File: config.mk
export PLATFORM = sky130hd
export DESIGN_NAME = instr_encoder_loader_flat
export DESIGN_NICKNAME = d
export VERILOG_FILES = /design/src/rtl/instr_encoder_loader_if.sv /design/src/rtl/instr_encoder_loader.sv /design/src/flat_wrapper.sv
export SDC_FILE = /design/constraint.sdc
export NUM_CORES = 1
export LEC_CHECK = 0
export ABC_CLOCK_PERIOD_IN_PS = 2300
export CAP_MARGIN = 10
export CORE_MARGIN = 4
export CORE_UTILIZATION = 50
export CTS_BUF_LIST = sky130_fd_sc_hd__clkbuf_2
export CTS_CLUSTER_DIAMETER = 200
export DETAILED_ROUTE_END_ITERATION = 6
export PLACE_DENSITY = 0.78
export SETUP_SLACK_MARGIN = 0.15
export SLEW_MARGIN = 0
export SYNTH_ARGS = -nofsm -noshare
export SYNTH_HDL_FRONTEND = slang
export SYNTH_SLANG_ARGS = --single-unit
File: constraint.sdc
create_clock -name clk_i -period 2.3 [get_ports clk_i]
set_input_delay 0.69 -clock clk_i [delete_from_list [all_inputs] [get_ports clk_i]]
set_output_delay 0.69 -clock clk_i [all_outputs]
set_load 0.01 [all_outputs]
File: src/rtl/instr_encoder_loader_if.sv
// Request and instruction-memory write bundle for instr_encoder_loader.
// slave is the encoder side; master is the side that issues requests and models memory.
interface instr_encoder_loader_if #(
    parameter int ADDR_W = 32
) ();
    logic              in_valid;
    logic              in_ready;
    logic [3:0]        op_sel;
    logic              last;
    logic [4:0]        rd;
    logic [4:0]        rs1;
    logic [4:0]        rs2;
    logic [11:0]       imm;
    logic              mem_we;
    logic              mem_ready;
    logic [ADDR_W-1:0] mem_addr;
    logic [31:0]       mem_data;
    logic              done;
    logic [15:0]       count;
    logic              err;

    modport slave (
        input  in_valid, op_sel, last, rd, rs1, rs2, imm, mem_ready,
        output in_ready, mem_we, mem_addr, mem_data, done, count, err
    );

    modport master (
        output in_valid, op_sel, last, rd, rs1, rs2, imm, mem_ready,
        input  in_ready, mem_we, mem_addr, mem_data, done, count, err
    );
endinterface

File: src/rtl/instr_encoder_loader.sv
// Encodes RV32 instruction requests, buffers them in a FWFT FIFO and writes them to instruction memory.
// Optional macro ENCODER_ILLEGAL_DROP_EN: illegal ops are dropped instead of being written as NOP.
module instr_encoder_loader #(
    parameter int                FIFO_DEPTH = 4,
    parameter int                ADDR_W     = 32,
    parameter logic [ADDR_W-1:0] BASE_ADDR  = ADDR_W'(32'h0000_0000)
) (
    input logic                  clk_i,
    input logic                  rst_i,
    instr_encoder_loader_if.slave bus
);
    localparam int PTR_W = $clog2(FIFO_DEPTH);
    localparam int CNT_W = PTR_W + 1;

    typedef enum logic [1:0] {
        ST_LOAD  = 2'd0,
        ST_DRAIN = 2'd1,
        ST_DONE  = 2'd2
    } state_t;

    function automatic logic [31:0] encode_instr(
        input logic [3:0]  op,
        input logic [4:0]  rd,
        input logic [4:0]  rs1,
        input logic [4:0]  rs2,
        input logic [11:0] imm
    );
        logic [12:0] off;
        logic [31:0] word;
        off = {imm, 1'b0};
        case (op)
            4'd0:    word = 32'h0000_0013;
            4'd1:    word = {7'b0000000, rs2, rs1, 3'b000, rd, 7'b0110011};
            4'd2:    word = {7'b0100000, rs2, rs1, 3'b000, rd, 7'b0110011};
            4'd3:    word = {7'b0000000, rs2, rs1, 3'b111, rd, 7'b0110011};
            4'd4:    word = {7'b0000000, rs2, rs1, 3'b100, rd, 7'b0110011};
            4'd5:    word = {7'b0000000, rs2, rs1, 3'b001, rd, 7'b0110011};
            4'd6:    word = {7'b0000001, rs2, rs1, 3'b000, rd, 7'b0110011};
            4'd7:    word = {imm, rs1, 3'b000, rd, 7'b0010011};
            4'd8:    word = {7'b0100000, imm[4:0], rs1, 3'b101, rd, 7'b0010011};
            4'd9:    word = {imm, rs1, 3'b010, rd, 7'b0000011};
            4'd10:   word = {imm[11:5], rs2, rs1, 3'b010, imm[4:0], 7'b0100011};
            4'd11:   word = {off[12], off[10:5], rs2, rs1, 3'b000, off[4:1], off[11], 7'b1100011};
            default: word = 32'h0000_0013;
        endcase
        return word;
    endfunction

    state_t            state_r;
    logic [31:0]       fifo_r [FIFO_DEPTH];
    logic [PTR_W-1:0]  wr_ptr_r;
    logic [PTR_W-1:0]  rd_ptr_r;
    logic [CNT_W-1:0]  cnt_r;
    logic              in_ready_r;
    logic              mem_we_r;
    logic [ADDR_W-1:0] addr_r;
    logic [15:0]       count_r;
    logic              done_r;
    logic              err_r;

    logic              accept_s;
    logic              illegal_s;
    logic              push_s;
    logic              pop_s;
    logic [CNT_W-1:0]  cnt_next_s;
    logic [31:0]       enc_s;

    assign accept_s   = bus.in_valid && in_ready_r;
    assign illegal_s  = (bus.op_sel[3:2] == 2'b11);
`ifdef ENCODER_ILLEGAL_DROP_EN
    assign push_s     = accept_s && !illegal_s;
`else
    assign push_s     = accept_s;
`endif
    assign pop_s      = mem_we_r && bus.mem_ready;
    assign cnt_next_s = cnt_r + CNT_W'(push_s) - CNT_W'(pop_s);
    assign enc_s      = encode_instr(bus.op_sel, bus.rd, bus.rs1, bus.rs2, bus.imm);

    // FIFO storage: contents need no reset since mem_we_r qualifies the head.
    always_ff @(posedge clk_i) begin
        if (push_s) begin
            fifo_r[wr_ptr_r] <= enc_s;
        end
    end

    // Control FSM, FIFO pointers and all registered outputs.
    always_ff @(posedge clk_i) begin
        if (rst_i) begin
            state_r    <= ST_LOAD;
            wr_ptr_r   <= {PTR_W{1'b0}};
            rd_ptr_r   <= {PTR_W{1'b0}};
            cnt_r      <= {CNT_W{1'b0}};
            in_ready_r <= 1'b0;
            mem_we_r   <= 1'b0;
            addr_r     <= BASE_ADDR;
            count_r    <= 16'd0;
            done_r     <= 1'b0;
            err_r      <= 1'b0;
        end else begin
            if (push_s) begin
                wr_ptr_r <= wr_ptr_r + PTR_W'(1);
            end
            if (pop_s) begin
                rd_ptr_r <= rd_ptr_r + PTR_W'(1);
                addr_r   <= addr_r + ADDR_W'(4);
                count_r  <= count_r + 16'd1;
            end
            cnt_r    <= cnt_next_s;
            mem_we_r <= (cnt_next_s != {CNT_W{1'b0}});
            if (accept_s && illegal_s) begin
                err_r <= 1'b1;
            end
            case (state_r)
                ST_LOAD: begin
                    done_r <= 1'b0;
                    if (accept_s && bus.last) begin
                        state_r    <= ST_DRAIN;
                        in_ready_r <= 1'b0;
                    end else begin
                        in_ready_r <= (cnt_next_s < CNT_W'(FIFO_DEPTH));
                    end
                end
                ST_DRAIN: begin
                    in_ready_r <= 1'b0;
                    // Also covers a last request that was dropped with the FIFO already empty.
                    if (cnt_next_s == {CNT_W{1'b0}}) begin
                        state_r <= ST_DONE;
                        done_r  <= 1'b1;
                    end else begin
                        done_r  <= 1'b0;
                    end
                end
                ST_DONE: begin
                    state_r    <= ST_LOAD;
                    done_r     <= 1'b0;
                    addr_r     <= BASE_ADDR;
                    count_r    <= 16'd0;
                    in_ready_r <= (cnt_next_s < CNT_W'(FIFO_DEPTH));
                end
                default: begin
                    state_r    <= ST_LOAD;
                    done_r     <= 1'b0;
                    in_ready_r <= 1'b0;
                end
            endcase
        end
    end

    assign bus.in_ready = in_ready_r;
    assign bus.mem_we   = mem_we_r;
    assign bus.mem_addr = addr_r;
    assign bus.mem_data = mem_we_r ? fifo_r[rd_ptr_r] : 32'h0000_0000;
    assign bus.done     = done_r;
    assign bus.count    = count_r;
    assign bus.err      = err_r;
endmodule
File: src/flat_wrapper.sv
// flat-port wrapper written by rule: the top's interface ports become plain ports
module instr_encoder_loader_flat 
#(
    parameter int                FIFO_DEPTH = 4,
    parameter int                ADDR_W     = 32,
    parameter logic [ADDR_W-1:0] BASE_ADDR  = ADDR_W'(32'h0000_0000)
)
  (clk_i, rst_i, bus_in_valid, bus_op_sel, bus_last, bus_rd, bus_rs1, bus_rs2, bus_imm, bus_mem_ready, bus_in_ready, bus_mem_we, bus_mem_addr, bus_mem_data, bus_done, bus_count, bus_err);
  instr_encoder_loader_if #(.ADDR_W(ADDR_W)) bus_i ();
  input logic clk_i;
  input logic rst_i;
  input wire logic [$bits(bus_i.in_valid)-1:0] bus_in_valid;
  input wire logic [$bits(bus_i.op_sel)-1:0] bus_op_sel;
  input wire logic [$bits(bus_i.last)-1:0] bus_last;
  input wire logic [$bits(bus_i.rd)-1:0] bus_rd;
  input wire logic [$bits(bus_i.rs1)-1:0] bus_rs1;
  input wire logic [$bits(bus_i.rs2)-1:0] bus_rs2;
  input wire logic [$bits(bus_i.imm)-1:0] bus_imm;
  input wire logic [$bits(bus_i.mem_ready)-1:0] bus_mem_ready;
  output wire logic [$bits(bus_i.in_ready)-1:0] bus_in_ready;
  output wire logic [$bits(bus_i.mem_we)-1:0] bus_mem_we;
  output wire logic [$bits(bus_i.mem_addr)-1:0] bus_mem_addr;
  output wire logic [$bits(bus_i.mem_data)-1:0] bus_mem_data;
  output wire logic [$bits(bus_i.done)-1:0] bus_done;
  output wire logic [$bits(bus_i.count)-1:0] bus_count;
  output wire logic [$bits(bus_i.err)-1:0] bus_err;
  assign bus_i.in_valid = bus_in_valid;
  assign bus_i.op_sel = bus_op_sel;
  assign bus_i.last = bus_last;
  assign bus_i.rd = bus_rd;
  assign bus_i.rs1 = bus_rs1;
  assign bus_i.rs2 = bus_rs2;
  assign bus_i.imm = bus_imm;
  assign bus_i.mem_ready = bus_mem_ready;
  assign bus_in_ready = bus_i.in_ready;
  assign bus_mem_we = bus_i.mem_we;
  assign bus_mem_addr = bus_i.mem_addr;
  assign bus_mem_data = bus_i.mem_data;
  assign bus_done = bus_i.done;
  assign bus_count = bus_i.count;
  assign bus_err = bus_i.err;
  instr_encoder_loader #(.FIFO_DEPTH(FIFO_DEPTH), .ADDR_W(ADDR_W), .BASE_ADDR(BASE_ADDR)) u_core (.clk_i(clk_i), .rst_i(rst_i), .bus(bus_i));
endmodule
# After elaboration in Yosys (flattened, before gate mapping)
# Memories as Yosys holds them, arrays and structs flattened. A register that Yosys moved wholly into a read port is not among the register bits.
# Index checks and enable logic that the tools add are counted.
[word_totals]
register_bits = 61
mem_bits_rw = 128
input_bits = 36
output_inout_bits = 84
word_cells = 57
n_memories = 1
[op_classes]
add_sub_neg = 6
order_cmp = 1
eq_ne = 16
muxes = 12
bitwise = 1
reduce_logical = 10
[memory_table]
columns = ["memory", "depth", "width", "rd", "rd_ports_with_merged_regs", "wr", "line", "source"]
rows = [
  ["u_core.fifo_r", 4, 32, 1, 1, 1, "instr_encoder_loader.sv:50", "logic [31:0] fifo_r [FIFO_DEPTH];"],
]
[ops]
columns = ["operator", "n"]
rows = [
  ["$pmux 32 s11", 1],
  ["$add 32x3->32 const B", 1],
  ["$mux 32", 1],
  ["$add 16x1->16 const B", 1],
  ["$eq 4x3->1 const B", 4],
  ["$eq 4x4->1 const B", 4],
  ["$eq 4x2->1 const B", 2],
  ["$mux 2", 4],
  ["$add 2x1->2 const B", 2],
  ["$eq 2x2->1 const B", 2],
  ["$eq 4x1->1 const B", 1],
  ["$logic_and 1x1->1", 4],
  ["$mux 1", 4],
  ["$ne 2x1->1 const B", 2],
  ["$pmux 2 s2", 1],
  ["$reduce_or 2->1", 2],
  ["$add 3x1->3", 1],
  ["$logic_not 3->1", 1],
  ["$lt 3x3->1 const B", 1],
  ["$reduce_bool 3->1", 1],
  ["$sub 3x1->3", 1],
  ["$eq 2x1->1 const B", 1],
  ["$logic_not 2->1", 1],
  ["$pmux 1 s2", 1],
  ["other kinds (2)", 2],
]

# Depth between registers and ports, before layout
[logic_depth]
ltp_word = 6
ltp_mapped = 11
depth_no_buf = 11

# Least setup slack after synthesis
# OpenSTA, ideal clock, no wires.
[synth_timing]
kind = "input -> register"
from = "input bus_mem_ready"
to = "register u_core.state_r[0]"
setup_ns = 0.130
arrival_time_ns = 2.314
t_required_ns = 2.170
setup_slack_ns = -0.143
stages = 11
n_path_buf = 0
cell_sequence = "nand2_1 -> inv_2 -> ha_1 -> inv_1 -> ha_1 -> inv_1 -> fa_1 -> xnor3_1 -> nand3b_1 -> a21oi_1 -> nor3_1"
[synth_via]
elab_chain_cells = 5
[synth_rtl]
columns = ["element", "line", "source"]
rows = [
  ["start: declaration", "flat_wrapper.sv:19", "input wire logic [$bits(bus_i.mem_ready)-1:0] bus_mem_ready;"],
  ["$logic_and 1x1->1", "instr_encoder_loader.sv:75", "assign pop_s = mem_we_r && bus.mem_ready;"],
  ["via u_core.pop_s", "instr_encoder_loader.sv:64", "logic pop_s;"],
  ["$sub 3x1->3", "instr_encoder_loader.sv:76", "assign cnt_next_s = cnt_r + CNT_W'(push_s) - CNT_W'(pop_s);"],
  ["$logic_not 3->1", "instr_encoder_loader.sv:126", "if (cnt_next_s == {CNT_W{1'b0}}) begin"],
  ["$ne 2x1->1 (no source line)", "n/a", ""],
  ["$reduce_and 2->1 (no source line)", "n/a", ""],
  ["end signal: assignment", "instr_encoder_loader.sv:89", "state_r <= ST_LOAD;"],
  ["end signal: assignment", "instr_encoder_loader.sv:127", "state_r <= ST_DONE;"],
  ["end signal: assignment", "instr_encoder_loader.sv:134", "state_r <= ST_LOAD;"],
  ["end: declaration", "instr_encoder_loader.sv:49", "state_t state_r;"],
]
# The timed path passes the listed nets, and every way through them passes these cells.
# A chain may end at the register's enable or synchronous reset.

==> reports/summary.txt <==
status - finished with violations
failing checks - negative setup slack
Buffers on Ports - 115
Clk pwr share - 22.4%
slowest CP cell - mux4_2
Syn. warnings - 0
Starting Density - 51.5%
worst skew pair latency - 750 ps
Post-synth EDFFs - 112
Max Clk Rate - 341 MHz
Slew headroom - 66.3%
final setup TNS - -16070 ps
Setup WS post-layout - -634 ps
Pleak - 0.00380 uW
Nets - 860
largest area contributor in the netlist - edfxtp_1
cts-stage hold buffer count - 0
drt initial violations - 353
Pre-antenna DRT Iters - 5
worst hold start - u_core.bus.err
Max-Cap Viols - 0
post-synthesis cell type count - 49
CTS Root Buffer Type - clkbuf_2
reg2reg path depth - 14
Die W - 131 um
Worst setup EP type - primary output
dpl ws - -637 ps
Mapped Area - 7570 um^2
first-pass GRT wire length - 29100 um
ant diodes - 0
Buffers & Inverters on Critical Path - 4
crit path kind - reg -> out
Synth area leaders - edfxtp_1 44%, dfxtp_1 16%, mux4_2 8.3%
Area Growth Syn to Fin - 35.0%
Power Density - 746 nW/um^2
All-Layer GR Usage - 22.0%
commonest non-fill, non-tap cell in the layout - edfxtp_1
post-DR vias/cell - 5.70
combinational share of power - 30.5%
Internal - 5500 uW
Pwr Total - 7620 uW
fraction of layout cells with a size suffix above 1 - 38.6%
# setup viols final - 29
I/O pins - 120
Most Frequent Cell on Critical Path - buf_12
worst path required time - 1610 ps
period utilisation layout - 128%
Max Slew Vio Count - 0
drt wl/cell - 18.4 um
setup slack, reg-to-reg - -20 ps
final core occ - 69.5%
drc violations - 0
Synth Flop Type - edfxtp_1
Yosys top cell area share - 44.4%
multi-input logic area - 2920 um^2
worst endpoint data arrival time - 2240 ps
worst r2r src - u_core.bus.mem_we
vias in the first global route - 5794
register area share after synthesis - 60.6%
Max rail drop VDD - 0.438 mV
Placeable Area - 14700 um^2
Rows - 44
asr flop ratio synth - 0%
register area - 4710 um^2
Via Count - 5735
crit-path cells - buf_12, buf_12, buf_16, mux4_2, and2_1, buf_2
Seq cells post-synth - 173
CTS Buffer Depth - 2
CTS tree - yes
routed wire length - 18500 um
Setup Skew - 29.1 ps
Hold WC Path Type - reg -> reg
final worst path period need - 2930 ps
most frequent cells in the layout - 112 x edfxtp_1, 93 x buf_4, 51 x nor2_1
die height - 131 um
initial antenna violation count - 0
CP Max Fanout - 4
Gate Count Post-Synth - 592
TritonCTS Sinks - 173
switching part of the total - 27.8%
Worst Hold Path Cells - 2
Startpoint Class - register
worst slew pin tran - 506 ps
Avg Cell Area, Syn - 12.8 um^2
Final Hold Fails - 0
CP peak stage delay - 470 ps
clock slew at reported path FFs - 210 ps
WHS Endpoint - u_core.bus.err
largest net degree at the start of global routing - 32
fillers - 994
antenna viol nets, final - 0
RSZ-0062 raised after global routing - yes
# H-tree levels - 4
routability cong. - 0.879
Reg2Reg Capture Point - u_core.state_r[0]
die area - 17200 um^2
power share of the sequential group - 47.1%
CTS buffer count - 17
estimated wirelength of the detail-placed design - 11400 um
P_sw - 2120 uW
critical path's top delay family - buffers and inverters
Overflow after GRT - 0
## per-stage QoR
step / instance area (um^2) / hold slack (ps) / cells
after floorplan: 7650 / 444 / 595
after global placement: 9380 / 459 / 917
after detailed placement: 9380 / 459 / 917
after CTS: 10200 / 508 / 1003
after global routing: 10200 / 539 / 1007
final: 10200 / 506 / 1007
## worst max-delay path by stage
stage | startpoint | endpoint | slack [ps] | cells past startpoint
2_1_floorplan | bus_mem_ready | u_core.state_r[0] | 60 | 11
3_3_place_gp | bus_mem_ready | u_core.state_r[0] | -560 | 13
3_5_place_dp | bus_mem_ready | u_core.state_r[0] | -640 | 13
4_1_cts | register | bus_mem_data[16] | -700 | 6
5_1_grt | register | bus_mem_data[11] | -760 | 6
6_report | register | bus_mem_data[11] | -630 | 6
## metal layers
layer	part of all wire (%)	vias up	track usage (%)	routed length, um
met3	8.3	36	6.50	1540
met5	0	-	0	0
met1	40	2779	27.8	7430
met2	50	273	36.6	9160
li1	-	2647	-	-
met4	1.9	0	7.26	352
## synthesized netlist by cell type, types with 2 or more instances
master	n
nand2_1	30
ha_1	13
a21oi_1	37
buf_4	7
nor2b_1	2
mux4_2	28
dfxtp_1	61
o31ai_1	12
nor4_1	9
and4_1	4
and2_1	35
nand3_1	16
o21ai_0	11
a22o_1	5
or4_1	14
edfxtp_1	112
xnor2_1	20
nor3_1	10
a22oi_1	4
nand4_1	15
and3_1	7
or3_1	7
nand3b_1	3
mux2i_1	7
nor2_1	51
inv_1	18
clkbuf_1	19
a21o_1	2
buf_2	5
nand2b_1	2
xor2_1	8
## registers in the layout, indices dropped and copies added (netlist names), named ones only
| signal | cells |
|---|---|
| u_core.cnt_r | 3 |
| u_core.fifo_r | 112 |
| u_core.bus.count | 16 |
| u_core.bus.done | 1 |
| u_core.bus.in_ready | 1 |
| u_core.wr_ptr_r | 2 |
| u_core.state_r | 2 |
| u_core.bus.mem_we | 1 |
| u_core.bus.err | 1 |
| u_core.bus.mem_addr | 30 |
| u_core.rd_ptr_r | 2 |
## tightest hold or removal path, stage by stage, from the launching register on
cell     delay [ps]
dfxtp_1         380
a21oi_1          40
nor2_1           70
## cell families after synthesis
kind of cell | after synthesis | synth area share (%)
xor+xnor | 29 | 3.54
compound gates | 79 | 6.41
mux | 35 | 9.26
simple gates | 210 | 14.8
flops | 173 | 60.6
other cells | 1 | 0.0495
fa+ha+maj | 14 | 2.41
buf+inv | 51 | 2.96
## cell type report
cell class,count,area share (%)
clock inverters,14,1.70
multi-input cells,371,28.5
repair buffers,228,19.8
clock buffers,18,0.881
inverters,19,0.796
flip-flops and latches,173,46.1
well taps,184,2.25
## power groups by stage
stage	clock network, uW	logic (uW)	registers [uW]
6_report	1710	2330	3590
5_1_grt	1860	2500	3610
4_1_cts	1740	2200	3580
3_5_place_dp	0	1990	3690
3_3_place_gp	0	1950	3670
2_1_floorplan	0	1130	3690
## what timing repair did
item	4_1_cts	5_1_grt
setup buffers	52	4
pin swaps	6	1
cloned	2	0
setup endpoints to repair	82	91
resized for setup	320	73
hold endpoints to repair	0	0
(Power assumes the default switching activity.)
